<file path="config.mk">
export PLATFORM = sky130hd
export DESIGN_NAME = div_unit
export DESIGN_NICKNAME = d
export VERILOG_FILES = /design/src/rtl/div_unit.sv
export SDC_FILE = /design/constraint.sdc
export NUM_CORES = 1
export LEC_CHECK = 0
export CORE_MARGIN = 8
export CORE_UTILIZATION = 40
export CTS_BUF_LIST = sky130_fd_sc_hd__clkbuf_4 sky130_fd_sc_hd__clkbuf_8
export CTS_CLUSTER_DIAMETER = 120
export DETAILED_ROUTE_END_ITERATION = 10
export GPL_TIMING_DRIVEN = 0
export PLACE_DENSITY = 0.6
export SKIP_CTS_REPAIR_TIMING = 1
export SLEW_MARGIN = 20
export SYNTH_ARGS = -nofsm -noshare
export SYNTH_HDL_FRONTEND = slang
export SYNTH_SLANG_ARGS = --single-unit
</file>
<file path="constraint.sdc">
create_clock -name clock -period 11.8 [get_ports clock]
set_input_delay 1.18 -clock clock [delete_from_list [all_inputs] [get_ports clock]]
set_output_delay 1.18 -clock clock [all_outputs]
set_load 0.01 [all_outputs]
</file>
<file path="src/rtl/div_unit.sv">
// Sequential signed divider: non-restoring radix-2, one quotient bit per clock.
// Returns {remainder, quotient} in the same HI/LO layout as the ALU's 64-bit product.
module div_unit #(
    parameter int WIDTH = 32
) (
    input  logic                 clock,
    input  logic                 reset_n,
    input  logic                 start,
    input  logic [WIDTH-1:0]     dividend,
    input  logic [WIDTH-1:0]     divisor,
    output logic                 busy,
    output logic                 done,
    output logic [2*WIDTH-1:0]   result,
    output logic                 div0
);

    localparam int CNT_W = $clog2(WIDTH) + 1;
    localparam logic [CNT_W-1:0] LAST_STEP = CNT_W'(WIDTH - 1);
    localparam logic [CNT_W-1:0] CNT_ONE   = CNT_W'(1);

    typedef enum logic [1:0] {
        IDLE,
        ITER,
        FIX
    } state_t;

    state_t               state_q;
    logic [WIDTH:0]       r_q;          // signed partial remainder, one guard bit
    logic [WIDTH:0]       d_q;          // |B|, zero-extended
    logic [WIDTH-1:0]     q_q;          // |A| shifting out, quotient shifting in
    logic [CNT_W-1:0]     cnt_q;
    logic                 neg_rem_q;
    logic                 neg_quo_q;
    logic                 div0_pend_q;
    logic                 busy_q;
    logic                 done_q;
    logic [2*WIDTH-1:0]   result_q;
    logic                 div0_q;

    logic [WIDTH-1:0]     a_abs;
    logic [WIDTH-1:0]     b_abs;
    logic [WIDTH:0]       r_shift;
    logic [WIDTH:0]       r_step_d;
    logic [WIDTH-1:0]     q_step_d;
    logic [WIDTH:0]       r_fix;
    logic [WIDTH-1:0]     quo_fix_d;
    logic [WIDTH-1:0]     rem_fix_d;
    logic [WIDTH-1:0]     a_back_d;

    // Magnitudes are unsigned, so |0x80000000| = 0x80000000 stays exact.
    always_comb begin
        a_abs     = dividend[WIDTH-1] ? -dividend : dividend;
        b_abs     = divisor[WIDTH-1]  ? -divisor  : divisor;
        r_shift   = {r_q[WIDTH-1:0], q_q[WIDTH-1]};
        r_step_d  = r_q[WIDTH] ? (r_shift + d_q) : (r_shift - d_q);
        q_step_d  = {q_q[WIDTH-2:0], ~r_step_d[WIDTH]};
        r_fix     = r_q[WIDTH] ? (r_q + d_q) : r_q;
        quo_fix_d = neg_quo_q ? -q_q : q_q;
        rem_fix_d = neg_rem_q ? -r_fix[WIDTH-1:0] : r_fix[WIDTH-1:0];
        // On divide-by-zero Q still holds |A|; re-applying the sign restores A.
        a_back_d  = neg_rem_q ? -q_q : q_q;
    end

    always_ff @(posedge clock or negedge reset_n) begin
        if (!reset_n) begin
            state_q     <= IDLE;
            r_q         <= '0;
            d_q         <= '0;
            q_q         <= '0;
            cnt_q       <= '0;
            neg_rem_q   <= 1'b0;
            neg_quo_q   <= 1'b0;
            div0_pend_q <= 1'b0;
            busy_q      <= 1'b0;
            done_q      <= 1'b0;
            result_q    <= '0;
            div0_q      <= 1'b0;
        end else begin
            done_q <= 1'b0;
            case (state_q)
                IDLE: begin
                    if (start) begin
                        neg_rem_q   <= dividend[WIDTH-1];
                        neg_quo_q   <= dividend[WIDTH-1] ^ divisor[WIDTH-1];
                        q_q         <= a_abs;
                        d_q         <= {1'b0, b_abs};
                        r_q         <= '0;
                        cnt_q       <= '0;
                        busy_q      <= 1'b1;
                        div0_pend_q <= (divisor == '0);
                        state_q     <= (divisor == '0) ? FIX : ITER;
                    end
                end
                ITER: begin
                    r_q   <= r_step_d;
                    q_q   <= q_step_d;
                    cnt_q <= cnt_q + CNT_ONE;
                    if (cnt_q == LAST_STEP) begin
                        state_q <= FIX;
                    end
                end
                FIX: begin
                    if (div0_pend_q) begin
                        result_q <= {a_back_d, {WIDTH{1'b1}}};
                    end else begin
                        result_q <= {rem_fix_d, quo_fix_d};
                    end
                    div0_q  <= div0_pend_q;
                    done_q  <= 1'b1;
                    busy_q  <= 1'b0;
                    state_q <= IDLE;
                end
                default: state_q <= IDLE;
            endcase
        end
    end

    assign busy   = busy_q;
    assign done   = done_q;
    assign result = result_q;
    assign div0   = div0_q;

endmodule

</file>
==> flow_summary.ini, run 1 <==
[setup_path]
critical_path_peak_fanout = 10
critPathKind = register to register
cp-end-kind = register
r2r_setup_slack_ps = 4070
worstPathRequired_ps = 12240
cp-start-kind = register
cp.arrival_ps = 8180
reg2reg_depth = 22
rr_startpoint = r_q[32]
regToRegEndpoint = r_q[32]

[sta]
fin_crit_sh_pct = 65.54
fmax_mhz = 129.3
skew_ps = 26.60
maxSlewHeadroom_pct = 30.56
hold_viol_final = 0
hold_slack_ps = 485.0
finalSetupViolCount = 0
report.final.slew_viol_count = 0
fin_tns_setup_ps = 0
rsz0062_at_grt = no
worst_pin_slew_ps = 1035
min_period_ps = 7733

[floorplanning]
rows = 69
fp.dieH_um = 205.9
die_w_um = 205.9
core_mm2 = 0.03557
initial_core_util_pct = 40.56
io-pin-count = 134
dieArea_mm2 = 0.04239

[grt]
grt_overflow = 0
met1_usage_pct = 33.02
grtUsageMet3_pct = 3.652
antenna_found_initial = 1
grt_use_total_pct = 23.33
gr-max-usage-layer = met2
grt_first_pass_wirelength_um = 76940
grt_pass1_vias = 13483
use_met2_pct = 36.10
grt_max_degree = 96

[run]
drv_cap = 0

[layout]
syn_to_final_growth_pct = 16.06
final_util_pct = 47.07
drive_above_1_share_pct = 4.328
nets = 2113

[worst_hold_path]
worstHoldPathCells = 2
min-delay-start = result[41]
hold_path.class = register to register
hold_end = result[41]

[cts]
cts_inserted_buffers = 17
cts_tree = done
cts_buffer_depth = 2
cts-htree-levels = 4
clkSinkCount = 175
clk_pin_slew_ps = 120
cts_root_buf = clkbuf_8
clk_latency_ps = 520

[power_and_ir_drop]
peakVddDrop_v = 0.0001124
totalPowerFinal_mw = 4.852
powerDensity_mw_per_mm2 = 289.8
cellLeakagePower_nw = 6.885

[logic_synthesis]
avgSynthCellArea_um2 = 7.913
yosysUniqueCellTypes = 83
synth_nets = 1961
async_flop_share_pct = 100.0
syn-cell-area_mm2 = 0.01443
ys_seq_area_share_pct = 30.36
ys.flop_type = dfrtp_1
yosysWarnings = 0
syn_inst = 1823
ys_ff_latch = 175
synth-edff-count = 0

[drt]
wl_per_cell_um = 20.65
drt_wl_total_um = 50580
first_pass_iters = 8
drt_iter0_drc = 1152
vias_per_cell = 5.855
routed-via-count = 14339
drc = 0
ant_nets = 0

[placed_design]
globalplace.congestion = 0.9331
io_buffers = 132
place_hpwl_um = 40430

[run_status]
status = completed
## registers in the layout, indices dropped and copies added (netlist names)
signal and count:
result 64, r_q 33, d_q 32, q_q 32, cnt_q 6, state_q 2, busy 1, div0 1
div0_pend_q 1, done 1, neg_quo_q 1, neg_rem_q 1
## final cells by class
cell class	instances	area [um2]
Fill cell	3669	18830
Multi-Input combinational cell	1493	9432
Sequential cell	175	4379
Timing Repair Buffer	133	1354
Tap cell	461	576.8
Buffer	106	430.4
Clock buffer	18	247.7
Inverter	49	183.9
Clock inverter	13	135.1
Antenna cell	1	2.502
## metal layers
metal  part of all wire [%]  vias to the layer above
li1                       -                     6825
met1                     46                     6945
met2                     45                      499
met3                    6.8                       70
met4                    2.4                        0
met5                      0                        -
## cell families after synthesis
logic type / after synthesis / synth area share, %
adders and majority gates: 71 / 6.262
AOI/OAI and AO/OA: 566 / 23.83
DFF: 175 / 30.36
and+or+nand+nor: 622 / 20.78
muxes: 21 / 1.579
buffers and inverters: 155 / 4.259
xor gates and xnor gates: 213 / 12.93
## per-stage QoR
| stage | area, um2 | cells | setup WS, ps |
|---|---|---|---|
| CTS | 16740 | 2448 | 4162 |
| finish | 16740 | 2449 | 4067 |
| floorplan | 14430 | 1823 | 6636 |
| global placement | 16320 | 2416 | 2039 |
| global route | 16740 | 2448 | 3702 |
| detailed placement | 16360 | 2417 | 4238 |
## worst max-delay path by stage
| stage | startpoint | endpoint | slack [ps] |
|---|---|---|---|
| final | r_q[32] | r_q[32] | 4070 |
| after global routing | r_q[32] | r_q[32] | 3700 |
| after CTS | r_q[32] | r_q[32] | 4160 |
| after detailed placement | r_q[32] | r_q[32] | 4240 |
| after global placement | reset_n | result[10] | 2040 |
| after floorplan | r_q[32] | r_q[20] | 6640 |
## synthesized netlist by cell type, drive strengths merged (16+ instances only)
| cell | instances | share of area (%) |
|---|---|---|
| nor2 | 118 | 3.1 |
| a21oi | 135 | 4.7 |
| a21o | 22 | 1.2 |
| nand2b | 23 | 1.0 |
| xnor2 | 73 | 4.4 |
| inv | 49 | 1.3 |
| nor3 | 47 | 1.6 |
| xor2 | 140 | 8.5 |
| o22ai | 16 | 0.69 |
| buf | 29 | 0.97 |
| nand3 | 27 | 0.94 |
| nor4 | 17 | 0.88 |
| or3 | 39 | 1.9 |
| or4 | 16 | 0.91 |
| a22oi | 24 | 1.2 |
| dfrtp | 175 | 30 |
| o31ai | 36 | 1.9 |
| nand4 | 19 | 0.87 |
| nand2 | 256 | 6.7 |
| ha | 69 | 6.0 |
| mux2i | 16 | 1.1 |
| clkbuf | 77 | 2.0 |
| o21ai | 217 | 7.5 |
## worst max-delay path, stage by stage, from the launching register on
cell and delay [ps]:
dfrtp_1 340, buf_2 240, buf_1 520, buf_1 540, clkbuf_1 460, buf_2 390, buf_1 580, buf_1 480
buf_1 480, nor2_1 120, xor2_1 160, ha_1 330, nor2b_1 140, o21ai_0 220, a21boi_0 160, o21ai_0 330
a211oi_1 140, nor3_1 600, o211ai_1 320, o21ai_0 370, a32o_1 260, xnor2_1 190, a22o_1 260
## cells in the final DEF (no fill, tap or decap), types with 48 or more instances in the layout
| cell type | netlist | layout |
|---|---|---|
| a21oi_1 | 134 | 134 |
| clkbuf_1 | 76 | 76 |
| clkdlybuf4s50_1 | 0 | 131 |
| dfrtp_1 | 175 | 175 |
| ha_1 | 69 | 69 |
| inv_1 | 48 | 48 |
| nand2_1 | 256 | 256 |
| nor2_1 | 117 | 117 |
| o21ai_0 | 209 | 209 |
| xnor2_1 | 73 | 73 |
| xor2_1 | 140 | 140 |
## where the power goes
part / total [mW] / internal, mW / switching, mW
logic: 3.36 / 1.34 / 2.02
registers: 1.06 / 0.771 / 0.291
clock network: 0.430 / 0.176 / 0.254
Note: power is estimated with default switching activity, not from simulation.
==> inputs of run 2 (changes only) <==
==> constraint.sdc (replaced) <==
create_clock -name clock -period 7.22 [get_ports clock]
set_input_delay 0.722 -clock clock [delete_from_list [all_inputs] [get_ports clock]]
set_output_delay 0.722 -clock clock [all_outputs]
set_load 0.01 [all_outputs]
==> flow_summary.ini, run 2 (same netlist as run 1, synthesis figures left out) <==
[floorplanning]
die_w_um = 205.9
fp.dieH_um = 205.9
initial_core_util_pct = 40.56
rows = 69
dieArea_mm2 = 0.04239
core_mm2 = 0.03557
io-pin-count = 134

[drt]
drc = 0
drt_iter0_drc = 1114
drt_wl_total_um = 50310
vias_per_cell = 5.827
ant_nets = 0
routed-via-count = 14258
first_pass_iters = 5
wl_per_cell_um = 20.56

[layout]
syn_to_final_growth_pct = 16.07
largest_reg_flops = 64
drive_above_1_share_pct = 4.431
fillers = 3666
final_util_pct = 47.07
instances_no_fill = 2447
fin_area_mm2 = 0.01674
multi_input_area_mm2 = 0.009437
diodes = 0
layout_commonest_cell = nand2_1
layout_common_cells = nand2_1 (256), o21ai_0 (209), dfrtp_1 (175)
nets = 2112
register_area_mm2 = 0.004379

[cts]
cts-htree-levels = 4
cts_buffer_depth = 2
clk_pin_slew_ps = 120
clk_latency_ps = 520
clkSinkCount = 175
cts_root_buf = clkbuf_8
cts_tree = done
cts_inserted_buffers = 17

[placed_design]
place_hpwl_um = 40430
place_area_mm2 = 0.01636
globalplace.congestion = 0.9331
dp.cells = 2417
io_buffers = 132

[setup_path]
regToRegEndpoint = r_q[32]
crit_chain = buf_2, buf_1, clkbuf_2, clkbuf_1, clkbuf_4, buf_1, buf_1, nor2_1, xor2_1, ha_1, nor2b_1, o21ai_0, a21boi_0, o21ai_0, a211oi_1, nor3_2, o211ai_1, o21ai_0, a32o_1, xnor2_1, a22o_1
reg2reg_depth = 21
r2r_setup_slack_ps = 480
rr_startpoint = r_q[32]
critPathKind = register to register
crit_path_max_incr_delay_ps = 520
critical_path_peak_fanout = 19
slowest_stage = buf_1
worstPathRequired_ps = 7660
cp_num_buf_inv = 7
cp.arrival_ps = 7180
cp-start-kind = register
cp-end-kind = register
cp_top_family = buffers and inverters

[grt]
grt_use_total_pct = 23.33
grt_first_pass_wirelength_um = 76940
grt_overflow = 0
antenna_found_initial = 1
grt_pass1_vias = 13483
grt_max_degree = 96

[run_status]
status = completed

[sta]
skew_ps = 27.19
worst_pin_slew_ps = 1051
fmax_mhz = 148.3
report.final.slew_viol_count = 0
maxSlewHeadroom_pct = 29.46
finalSetupViolCount = 0
hold_viol_final = 0
rsz0062_at_grt = no
min_period_ps = 6742
fin_crit_sh_pct = 93.38

[worst_hold_path]
hold_path.class = input pin to asynchronous set/reset pin

[power_and_ir_drop]
peakVddDrop_v = 0.0001826
powerDensity_mw_per_mm2 = 473.4
cellLeakagePower_nw = 6.890

[run]
drv_cap = 0
[run 2: changes by cell type in the layout (fill, tap and decap cells not counted), sizes merged]
| cell | change |
|---|---|
| diode | -1 |
| buf | -3 |
| clkbuf | +2 |
[run 2: worst register-to-register path, cell delays in order, from the launching register on]
cell and delay (ps):
dfrtp_1 340, buf_2 240, buf_1 520, clkbuf_2 400, clkbuf_1 440, clkbuf_4 430
buf_1 460, buf_1 480, nor2_1 120, xor2_1 160, ha_1 330, nor2b_1 150
o21ai_0 220, a21boi_0 160, o21ai_0 330, a211oi_1 150, nor3_2 400, o211ai_1 270
o21ai_0 360, a32o_1 260, xnor2_1 190, a22o_1 260
[run 2: stage by stage]
step | worst slack (ps) | hold slack [ps] | total power [mW] | TNS (ps)
2_1_floorplan | 2056 | 426.4 | 5.621 | 0
3_3_place_gp | -2083 | 467.6 | 7.064 | -360100
3_5_place_dp | -342.3 | 470.0 | 7.139 | -657.4
4_1_cts | -418.2 | 205.4 | 7.865 | -978.0
5_1_grt | 18.33 | 241.9 | 8.606 | 0
6_report | 477.6 | 196.8 | 7.927 | 0
[run 2: worst max-delay path by stage]
stage,start,to,slack [ps],depth (start not counted)
global route,r_q[32],r_q[32],20,21
global placement,reset_n,result[10],-2080,1
CTS,r_q[32],r_q[32],-420,22
floorplan,r_q[32],r_q[20],2060,22
detailed placement,r_q[32],r_q[32],-340,22
finish,r_q[32],r_q[32],480,21
[run 2: cell type report]
| type | instances | area share [%] |
|---|---|---|
| Multi-Input combinational cell | 1493 | 56.36 |
| Clock inverter | 13 | 0.8071 |
| Tap cell | 461 | 3.445 |
| Timing Repair Buffer | 133 | 8.085 |
| Clock buffer | 18 | 1.480 |
| Sequential cell | 175 | 26.15 |
| Inverter | 49 | 1.098 |
| Buffer | 105 | 2.571 |
[run 2: power breakdown]
part	internal [mW]	switching (mW)	leakage [nW]
sequential	1.26	0.474	2.09
clock	0.287	0.414	0.190
combinational	2.19	3.30	4.61
total	3.74	4.18	6.89
[run 2: per-layer routing]
| layer | part of all wire (%) | global-route usage, % |
|---|---|---|
| met1 | 47 | 33.02 |
| met2 | 44 | 36.10 |
| met3 | 6.6 | 3.652 |
| met4 | 2.4 | 7.250 |
| met5 | 0 | 0 |
==> inputs of run 3 (changes only) <==
==> constraint.sdc (replaced) <==
create_clock -name clock -period 8.62 [get_ports clock]
set_input_delay 0.862 -clock clock [delete_from_list [all_inputs] [get_ports clock]]
set_output_delay 0.862 -clock clock [all_outputs]
set_load 0.01 [all_outputs]
==> results of run 3 <==
Same layout as run 1 (identical final DEF). Status: completed.
Main changes from that run: setup slack after placement 4238 ps -> 1058 ps; setup slack after layout 4067 ps -> 886.5 ps; hold slack 485.0 ps -> 339.1 ps; register-to-register setup slack 4070 ps -> 890 ps; total power 4.852 mW -> 6.641 mW; worst IR drop on VDD 0.0001124 V -> 0.0001539 V
